$ cat src/rtl/mem_arbiter_pkg.sv
// Shared types for the instruction/data cache memory arbiter.
// State and owner encodings are fixed so caches and memory models can decode them.
package mem_arbiter_pkg;

   localparam int unsigned ADDR_W_DEF = 6;
   localparam int unsigned DATA_W_DEF = 32;

   typedef enum logic [1:0] {
      ST_IDLE  = 2'd0,
      ST_ISSUE = 2'd1,
      ST_WAIT  = 2'd2,
      ST_DONE  = 2'd3
   } state_t;

   typedef enum logic {
      OWN_I = 1'b0,
      OWN_D = 1'b1
   } owner_t;

   // Round-robin pick: on conflict the requester that did not win last time goes first.
   function automatic owner_t pick_owner(input logic i_req, input logic d_req, input owner_t last);
      owner_t pick;
      if (i_req && d_req) begin
         pick = (last == OWN_I) ? OWN_D : OWN_I;
      end else if (d_req) begin
         pick = OWN_D;
      end else begin
         pick = OWN_I;
      end
      return pick;
   endfunction

endpackage

$ cat src/rtl/mem_watchdog.sv
// Wait-cycle watchdog: counts WAIT cycles and flags the last permitted one.
// The count saturates at the terminal value so a stuck enable cannot wrap it.
module mem_watchdog #(
   parameter  int unsigned TIMEOUT = 255,
   localparam int unsigned CNT_W   = $clog2(TIMEOUT)
) (
   input  logic             clk,
   input  logic             rst_n,
   input  logic             clr,
   input  logic             load,
   input  logic [CNT_W-1:0] load_val,
   input  logic             en,
   output logic             tc_c
);

   logic [CNT_W-1:0] count_q;

   always_ff @(posedge clk or negedge rst_n) begin
      if (!rst_n) begin
         count_q <= '0;
      end else if (clr) begin
         count_q <= '0;
      end else if (load) begin
         count_q <= load_val;
      end else if (en && !tc_c) begin
         count_q <= count_q + CNT_W'(1);
      end
   end

   assign tc_c = (count_q == CNT_W'(TIMEOUT - 1));

endmodule

$ cat src/rtl/mem_arbiter.sv
// Shares one block-memory port between the icache (read-only) and dcache (read/write).
// Round-robin on conflict; each access runs IDLE -> ISSUE -> WAIT -> DONE.
module mem_arbiter
   import mem_arbiter_pkg::*;
#(
   parameter int unsigned ADDR_W  = ADDR_W_DEF,
   parameter int unsigned DATA_W  = DATA_W_DEF,
   parameter int unsigned TIMEOUT = 255
) (
   input  logic              CLK,
   input  logic              RESET,
   input  logic              I_READ,
   input  logic [ADDR_W-1:0] I_ADDRESS,
   output logic [DATA_W-1:0] I_READDATA,
   output logic              I_BUSYWAIT,
   input  logic              D_READ,
   input  logic              D_WRITE,
   input  logic [ADDR_W-1:0] D_ADDRESS,
   input  logic [DATA_W-1:0] D_WRITEDATA,
   output logic [DATA_W-1:0] D_READDATA,
   output logic              D_BUSYWAIT,
   output logic              M_READ,
   output logic              M_WRITE,
   output logic [ADDR_W-1:0] M_ADDRESS,
   output logic [DATA_W-1:0] M_WRITEDATA,
   input  logic [DATA_W-1:0] M_READDATA,
   input  logic              M_BUSYWAIT,
   output logic              ERR
);

   state_t state_q, state_d;
   owner_t owner_q, last_q, grant_owner_c;
   logic   write_q;
   logic   i_req_c, d_req_c;
   logic   grant_c, finish_c, capture_c, timeout_c;
   logic   wd_clr_c, wd_en_c, wd_tc_c;

   assign i_req_c       = I_READ;
   assign d_req_c       = D_READ | D_WRITE;
   assign grant_owner_c = pick_owner(i_req_c, d_req_c, last_q);

   // Stall releases only in the DONE cycle of the requester's own access.
   assign I_BUSYWAIT = i_req_c & ~((state_q == ST_DONE) && (owner_q == OWN_I));
   assign D_BUSYWAIT = d_req_c & ~((state_q == ST_DONE) && (owner_q == OWN_D));

   mem_watchdog #(
      .TIMEOUT (TIMEOUT)
   ) u_watchdog (
      .clk      (CLK),
      .rst_n    (RESET),
      .clr      (wd_clr_c),
      .load     (1'b0),
      .load_val ('0),
      .en       (wd_en_c),
      .tc_c     (wd_tc_c)
   );

   // Next-state and per-cycle control decisions.
   always_comb begin
      state_d   = state_q;
      grant_c   = 1'b0;
      finish_c  = 1'b0;
      capture_c = 1'b0;
      timeout_c = 1'b0;
      wd_clr_c  = 1'b0;
      wd_en_c   = 1'b0;
      case (state_q)
         ST_IDLE: begin
            if (i_req_c || d_req_c) begin
               grant_c = 1'b1;
               state_d = ST_ISSUE;
            end
         end
         ST_ISSUE: begin
            wd_clr_c = 1'b1;
            state_d  = ST_WAIT;
         end
         ST_WAIT: begin
            wd_en_c = 1'b1;
            if (!M_BUSYWAIT) begin
               finish_c  = 1'b1;
               capture_c = ~write_q;
               state_d   = ST_DONE;
            end else if (wd_tc_c) begin
               finish_c  = 1'b1;
               timeout_c = 1'b1;
               state_d   = ST_DONE;
            end
         end
         ST_DONE: begin
            state_d = ST_IDLE;
         end
         default: begin
            state_d = ST_IDLE;
         end
      endcase
   end

   // State, latched request and registered memory/cache outputs.
   always_ff @(posedge CLK or negedge RESET) begin
      if (!RESET) begin
         state_q     <= ST_IDLE;
         owner_q     <= OWN_I;
         last_q      <= OWN_I;
         write_q     <= 1'b0;
         M_READ      <= 1'b0;
         M_WRITE     <= 1'b0;
         M_ADDRESS   <= '0;
         M_WRITEDATA <= '0;
         I_READDATA  <= '0;
         D_READDATA  <= '0;
         ERR         <= 1'b0;
      end else begin
         state_q <= state_d;
         if (grant_c) begin
            owner_q <= grant_owner_c;
            last_q  <= grant_owner_c;
            if (grant_owner_c == OWN_D) begin
               // Read and write together resolve to a write.
               write_q     <= D_WRITE;
               M_READ      <= ~D_WRITE;
               M_WRITE     <= D_WRITE;
               M_ADDRESS   <= D_ADDRESS;
               M_WRITEDATA <= D_WRITEDATA;
            end else begin
               write_q   <= 1'b0;
               M_READ    <= 1'b1;
               M_WRITE   <= 1'b0;
               M_ADDRESS <= I_ADDRESS;
            end
         end
         if (finish_c) begin
            M_READ  <= 1'b0;
            M_WRITE <= 1'b0;
         end
         if (capture_c) begin
            if (owner_q == OWN_D) begin
               D_READDATA <= M_READDATA;
            end else begin
               I_READDATA <= M_READDATA;
            end
         end
         if (timeout_c) begin
            ERR <= 1'b1;
         end
      end
   end

endmodule

$ cat config.mk
export PLATFORM = sky130hd
export DESIGN_NAME = mem_arbiter
export DESIGN_NICKNAME = d
export VERILOG_FILES = /design/src/rtl/mem_arbiter_pkg.sv /design/src/rtl/mem_watchdog.sv /design/src/rtl/mem_arbiter.sv
export SDC_FILE = /design/constraint.sdc
export NUM_CORES = 1
export LEC_CHECK = 0
export CORE_ASPECT_RATIO = 0.6
export CORE_MARGIN = 3
export CORE_UTILIZATION = 44
export DETAILED_ROUTE_END_ITERATION = 7
export PLACE_DENSITY_LB_ADDON = 0.2
export SLEW_MARGIN = 20
export SYNTH_ARGS = -nofsm -noshare
export SYNTH_HDL_FRONTEND = slang
export SYNTH_HIERARCHICAL = 1
export SYNTH_SLANG_ARGS = --single-unit
$ cat constraint.sdc
create_clock -name CLK -period 2.5 [get_ports CLK]
set_input_delay 0.5 -clock CLK [delete_from_list [all_inputs] [get_ports CLK]]
set_output_delay 0.5 -clock CLK [all_outputs]
set_load 0.02 [all_outputs]
# == Yosys cells after proc, flatten, opt, wreduce, memory -nomap -nowiden ==
# Index checks and enable logic that the tools add are counted.
# totals
elab_cells,66
mem_bits_ro,0
out_inout_bits,107
regBits,117
ram_bits,0
latch_bits,0
memories,0
in_bits,82
# op_classes
n_lt_le_gt_ge,0
shift,0
n_eq_ne,6
n_div,0
n_bitwise,8
add_sub_neg,1
n_mul,0
muxes,27
reduce_logical,13
# op_table
operator,n
$mux 1,20
$mux 8,2
$add 8x1->8 const B,1
$eq 8x8->1 const B,1
$pmux 2 s4,1
$reduce_and 2->1,4
$mux 2,3
$mux 6,1
$not 1->1,5
$eq 2x2->1 const B,2
$logic_and 1x1->1,4
$reduce_bool 2->1,2
$ne 3x2->1 const B,1
$and 1x1->1,2
$eq 2x1->1 const B,1
$logic_not 2->1,1
$ne 2x2->1 const B,1
$logic_not 1->1,1
$logic_or 1x1->1,1
$or 1x1->1,1

# == Logic depth before layout (Yosys ltp) ==
# Gate-level depths: netlist (run 1).
# depth
word_depth,6
ltp_mapped,7

# == By module ==
# Netlist (run 1), hierarchy kept.
# modules_own_cells
module,area_per_inst_um2,instances,cells_per_inst
mem_arbiter,4410.5,1,271
mem_watchdog,599.3,1,67

# == Worst setup path after synthesis (run 1) ==
# No wires, ideal clock.
# synth_path
kind,register to register
start,register state_q[0]
end,register D_READDATA[0]
n_path_buf,1
required_ns,2.375
setup_ns,0.125
arrival_time_ns,1.725
path_stages_with_launch,6
period_less_slack_ns,1.850
slack_ns,0.650
cell_sequence,dfrtp_1 inv_1 ha_1 nor4b_4 buf_6 mux2_4
# synth_between
elab_chain_cells,3
# synth_lines
element,line_no,rtl
"start, declared",mem_arbiter.sv:31,"state_t state_q, state_d;"
"start signal, assigned",mem_arbiter.sv:114,state_q <= state_d;
$eq 2x2->1,mem_arbiter.sv:67,case (state_q)
$mux 1,mem_arbiter.sv:67,
$reduce_and 2->1 (no source line),n/a,
"end signal, assigned",mem_arbiter.sv:111,D_READDATA <= '0;
"end signal, assigned",mem_arbiter.sv:138,D_READDATA <= M_READDATA;
"end, declared",mem_arbiter.sv:20,"output logic [DATA_W-1:0] D_READDATA,"
# No other way between the ends.
# A chain may end at the register's enable or synchronous reset.

# == Worst setup path after layout (run 1) ==
# layout_path
start,register state_q[0]
end,output port I_BUSYWAIT
# layout_between
elab_chain_cells,4
# layout_lines
element,line_no,rtl
$eq 2x2->1,mem_arbiter.sv:43,assign I_BUSYWAIT = i_req_c & ~((state_q == ST_DONE) && (owner_q == OWN_I));
$logic_and 1x1->1,mem_arbiter.sv:43,
$not 1->1,mem_arbiter.sv:43,
$and 1x1->1,mem_arbiter.sv:43,
"end, declared",mem_arbiter.sv:15,"output logic I_BUSYWAIT,"
# No other way between the ends.

==> impl_metrics.env, run 1 <==
export IMPL_rsz0062_at_grt="false"
export IMPL_critical_path_required_ns=2.00
export IMPL_hold_violations=0
export IMPL_htreeDepth=4
export IMPL_drtAntennaViolNets=0
export IMPL_place_inst=669
export IMPL_top_usage_layer="met2"
export IMPL_hold_buffers=0
export IMPL_fin_crit_sh_pct=94.8
export IMPL_cp_depth=3
export IMPL_drc=0
export IMPL_synth_compound_area_share_pct=4.65
export IMPL_cts_max_path_buffers=2
export IMPL_ctsResizeCount=0
export IMPL_start_kind="flip-flop"
export IMPL_clk_pin_slew_ns=0.06
export IMPL_cts_sinks=117
export IMPL_fin_nets=638
export IMPL_maxSlewHeadroom_pct=49.4
export IMPL_slowest_stage="clkdlybuf4s50_1"
export IMPL_num_io_pins=189
export IMPL_worst_path_buf_inv=1
export IMPL_critPathKind="reg -> out"
export IMPL_grt_overflow=0
export IMPL_yosysWarnings=6
export IMPL_grt_pass1_wl_um=19900
export IMPL_synth_edff_count=0
export IMPL_grt_util_met2_pct=30.5
export IMPL_cts_setup_buffers=0
export IMPL_crit_fanout=4
export IMPL_yosysMostFrequentCell="dfrtp_1"
export IMPL_antennaDiodeCount=0
export IMPL_arrival_ns=1.87
export IMPL_synthTopCellsByArea="dfrtp_1 (58%), mux2_2 (14%), mux2_4 (9.0%)"
export IMPL_dr_pass1_iters=4
export IMPL_gp_congestion=0.847
export IMPL_port_buffers=188
export IMPL_routed_wl_um=12500
export IMPL_r2r_setup_slack_ns=0.61
export IMPL_synth_cell_type_count=47
export IMPL_start_util_pct=46.3
export IMPL_slowest_delay_ns=0.63
export IMPL_seq_area_frac_synth_pct=58.4
export IMPL_viasPerCell=4.99
export IMPL_cp_cell_sequence="ha_1 -> a21boi_0 -> clkdlybuf4s50_1"
export IMPL_synth_area_mux_share_pct=25.2
export IMPL_status="complete, no violations"
export IMPL_async_reset_ff_share_pct=100
export IMPL_synth_fa_ha_area_share_pct=1.75
export IMPL_critPathTopFamily="buffers and inverters"
export IMPL_grt_antenna_before_repair=0
export IMPL_min_period_ns=2.37
export IMPL_synth_top_area_share_pct=58.4
export IMPL_slew_viol_final=0
export IMPL_numCtsBuffers=17
export IMPL_wl_per_cell_um=17.9
export IMPL_synth_ff_type="dfrtp_1"
export IMPL_die_area_um2=12700
export IMPL_p_leak_nw=3.30
export IMPL_dpl_hpwl_um=9050
export IMPL_yosys_area_share_simple_pct=6.24
export IMPL_grt_max_degree=55
export IMPL_fp_row_count=29
export IMPL_synth_cell_area_um2=5010
export IMPL_cts_root_buf="clkbuf_16"
export IMPL_use_met1_pct=26.5
export IMPL_fmax_mhz=422
export IMPL_syn_inst=338
export IMPL_worstMarginPinSlew_ns=0.758
export IMPL_place_area_um2=7090
export IMPL_max_cap_violations=0
export IMPL_cts_tree="done"
export IMPL_ys_seq_elements=117
export IMPL_gr_usage_all_layers_pct=20.6
export IMPL_fin_worst_skew_ns=0.00919
export IMPL_clk_latency_ns=0.41
export IMPL_setup_slack_ns=0.131
export IMPL_regArea_um2=2930
export IMPL_grt_pass1_vias=3769
export IMPL_dp_worst_setup_slack_ns=0.147
export IMPL_die_y_um=88.7
export IMPL_hold_path_class="in -> async"
export IMPL_dr_total_vias=3496
export IMPL_fin_util_pct=71.2
export IMPL_core_um2=10800
export IMPL_ys_top_cells_by_count="dfrtp_1 (117), mux2_2 (64), mux2_4 (30)"
export IMPL_power_density_nw_per_um2=1420
export IMPL_drive_above_1_share_pct=26.3
export IMPL_met3_usage_pct=9.99
export IMPL_tns_ns=0
export IMPL_drtIter0Drc=125
export IMPL_reg2reg_depth=5
export IMPL_timing_hold_ws_ns=0.0788
export IMPL_peakVddDrop_uv=845
export IMPL_die_w_um=144
export IMPL_yosysTopAreaCell="dfrtp_1"
export IMPL_multi_input_area_um2=1960
export IMPL_area_growth_syn_to_layout_pct=53.8
export IMPL_setup_violations_final=0
export IMPL_p_total_mw=11.0
export IMPL_fin_cells=701
export IMPL_nFillCells=714
export IMPL_stdcell_area_um2=7700
export IMPL_worstSetupEndpointType="output pin"
export IMPL_synth_avg_cell_area_um2=14.8
export IMPL_synth_top_family_by_area="multiplexers"
export IMPL_synth_xor_area_share_pct=0.524
[path summary, 6_finish.rpt]
kind | start | end
worst max-delay path | state_q[0] | I_BUSYWAIT
worst min-delay path | RESET | I_READDATA[1]
worst max register to register | state_q[0] | state_q[1]
worst min register to register | M_ADDRESS[0] | M_ADDRESS[0]
max in group asynchronous | RESET | D_READDATA[15]
min in group CLK | M_ADDRESS[0] | M_ADDRESS[0]
[sequential cells by signal, indices dropped and copies added, names as in the netlist]
name	flops
write_q	1
state_q	2
D_READDATA	32
M_READ	1
ERR	1
M_WRITE	1
I_READDATA	32
M_WRITEDATA	32
M_ADDRESS	6
last_q	1
u_watchdog/count_q	8
[layout make-up]
cell class | count | share of cell area [%]
multi-input combinational | 207 | 25.5
tap | 139 | 2.26
sequential | 117 | 38.0
clock buffer | 18 | 5.70
timing repair buffer | 198 | 25.9
clock inverter | 14 | 2.31
inverter | 8 | 0.422
[routing by layer]
| metal | vias up | wire (um) | part of all wire [%] |
|---|---|---|---|
| met4 | 0 | 129 | 1.0 |
| met2 | 125 | 5800 | 46 |
| li1 | 1621 | - | - |
| met1 | 1737 | 5440 | 43 |
| met5 | - | 0 | 0 |
| met3 | 13 | 1160 | 9.2 |
[report_power, final]
group | leakage (nW) | internal [mW] | total (mW) | switching [mW]
registers | 1.41 | 2.84 | 3.43 | 0.593
clock network | 0.294 | 1.60 | 2.50 | 0.895
logic | 1.59 | 2.71 | 5.02 | 2.31
total | 3.30 | 7.15 | 11.0 | 3.80
[layout by cell type (no fill, tap or decap), types with 8 or more instances in the layout]
master | netlist | layout
nand2_1 | 16 | 16
conb_1 | 1 | 10
dfrtp_1 | 117 | 117
clkdlybuf4s50_1 | 0 | 187
buf_4 | 0 | 8
clkbuf_16 | 0 | 17
nor2_1 | 10 | 10
o21ai_0 | 8 | 8
mux2_2 | 64 | 64
a21oi_1 | 9 | 9
mux2_4 | 30 | 30
[kinds of logic (layout without fill, tap and decap cells)]
kind of cell	count (synthesis)	in the layout
buf+inv	23	238
mux	103	103
xor+xnor	3	3
fa+ha+maj	7	7
other cells	1	10
simple gates	49	49
flops	117	117
compound gates	35	35
Note: power is estimated with default switching activity, not from simulation.
==> run 2, diff against run 1 <==
Settings changed: GPL_ROUTABILITY_DRIVEN from default to 0, GPL_TIMING_DRIVEN from default to 0.
==> impl_metrics.env, run 2 (synthesis gave the netlist of run 1 again) <==
export IMPL_maxSlewHeadroom_pct=47.5
export IMPL_antennaDiodeCount=0
export IMPL_clk_latency_ns=0.40
export IMPL_clk_pin_slew_ns=0.05
export IMPL_p_leak_nw=3.31
export IMPL_drtAntennaViolNets=0
export IMPL_cts_sinks=117
export IMPL_final_cell_mix="clkdlybuf4s50_1 (187), dfrtp_1 (117), mux2_2 (64), mux2_4 (30), clkbuf_16 (17)"
export IMPL_cts_root_buf="clkbuf_16"
export IMPL_fin_cells=706
export IMPL_htreeDepth=4
export IMPL_crit_path_frequent_cell="clkdlybuf4s50_1"
export IMPL_setup_slack_ns=0.106
export IMPL_fmax_mhz=418
export IMPL_place_inst=675
export IMPL_max_cap_violations=0
export IMPL_slew_viol_final=0
export IMPL_hold_violations=0
export IMPL_area_growth_syn_to_layout_pct=54.2
export IMPL_dr_total_vias=3527
export IMPL_reg2reg_depth=5
export IMPL_viasPerCell=5.00
export IMPL_fin_crit_sh_pct=95.7
export IMPL_routed_wl_um=12800
export IMPL_critPathTopFamily="buffers and inverters"
export IMPL_drtIter0Drc=160
export IMPL_worstSetupEndpointType="output pin"
export IMPL_cp_depth=4
export IMPL_critPathKind="in -> out"
export IMPL_timing_hold_ws_ns=0.0709
export IMPL_status="complete, no violations"
export IMPL_num_io_pins=189
export IMPL_numCtsBuffers=17
export IMPL_hold_buffers=0
export IMPL_top_regs="D_READDATA: 32 flops, I_READDATA: 32 flops, M_WRITEDATA: 32 flops"
export IMPL_worstMarginPinSlew_ns=0.781
export IMPL_drive_above_1_share_pct=26.5
export IMPL_die_area_um2=12700
export IMPL_cp_cell_sequence="clkdlybuf4s50_1 -> nor2_1 -> a21oi_1 -> clkdlybuf4s50_1"
export IMPL_fin_worst_skew_ns=0.00771
export IMPL_port_buffers=188
export IMPL_critical_path_required_ns=2.00
export IMPL_cts_setup_buffers=0
export IMPL_slowest_delay_ns=0.64
export IMPL_fin_nets=644
export IMPL_fp_row_count=29
export IMPL_arrival_ns=1.89
export IMPL_grt_antenna_before_repair=0
export IMPL_die_w_um=144
export IMPL_wl_per_cell_um=18.2
export IMPL_layout_commonest_cell="clkdlybuf4s50_1"
export IMPL_ctsResizeCount=0
export IMPL_cts_max_path_buffers=2
export IMPL_core_um2=10800
export IMPL_slowest_stage="clkdlybuf4s50_1"
export IMPL_grt_pass1_wl_um=20200
export IMPL_min_period_ns=2.39
export IMPL_dr_pass1_iters=4
export IMPL_crit_fanout=5
export IMPL_die_y_um=88.7
export IMPL_worst_path_buf_inv=2
export IMPL_peakVddDrop_uv=788
export IMPL_gr_usage_all_layers_pct=20.8
export IMPL_grt_max_degree=62
export IMPL_start_kind="input port"
export IMPL_power_density_nw_per_um2=1420
export IMPL_tns_ns=0
export IMPL_cts_tree="done"
export IMPL_start_util_pct=46.3
export IMPL_setup_violations_final=0
export IMPL_drc=0
export IMPL_dpl_hpwl_um=9390
export IMPL_dp_worst_setup_slack_ns=0.0892
export IMPL_rsz0062_at_grt="false"
export IMPL_grt_overflow=0
export IMPL_grt_pass1_vias=3867
export IMPL_hold_path_class="in -> async"
[run 2: worst paths after layout]
check / start / to / slack, ns
hold reg to reg: ERR / ERR / 0.48
setup reg to reg: state_q[0] / I_READDATA[11] / 0.26
min in group CLK: ERR / ERR / 0.48
hold / removal: RESET / I_READDATA[26] / 0.07
max in group asynchronous: RESET / u_watchdog/count_q[5] / 1.76
setup / recovery: D_WRITE / D_BUSYWAIT / 0.11
[run 2: metrics by stage]
stage / power (mW) / instance area [um^2] / util [%]
after CTS: 11.1 / 7730 / 71.5
after floorplan: 6.13 / 5040 / -
after global routing: 11.5 / 7730 / 71.5
final: 11.0 / 7730 / 71.5
after detailed placement: 8.54 / 7130 / 65.9
after global placement: 8.38 / 7100 / 65.7
[run 2: area by class of cell]
cell class	instances	area, um^2
inverter	8	32.5
buffer	15	123
tap	139	174
clock inverter	12	155
timing repair buffer	189	1910
clock buffer	19	443
multi-input combinational	207	1960
sequential	117	2930
fill	722	3090
[run 2: metal layers]
| metal | track usage (%) | up-vias | wire, um |
|---|---|---|---|
| met1 | 26.4 | 1745 | 5400 |
| met5 | 0 | - | 0 |
| met2 | 32.8 | 142 | 6040 |
| met3 | 9.13 | 10 | 1300 |
| li1 | - | 1630 | - |
| met4 | 5.90 | 0 | 95 |
[run 2: report_power, final]
part           switching [mW]  total (mW)  internal, mW
clock network           0.845        2.43          1.59
logic                    2.38        5.10          2.72
registers               0.574        3.42          2.84
total                    3.80        11.0          7.15
==> run 3, diff against run 2 <==
Settings changed: CTS_CLUSTER_DIAMETER from default to 40.
==> results of run 3 <==
The final DEF is identical to that of run 2; final timing and power are the same.
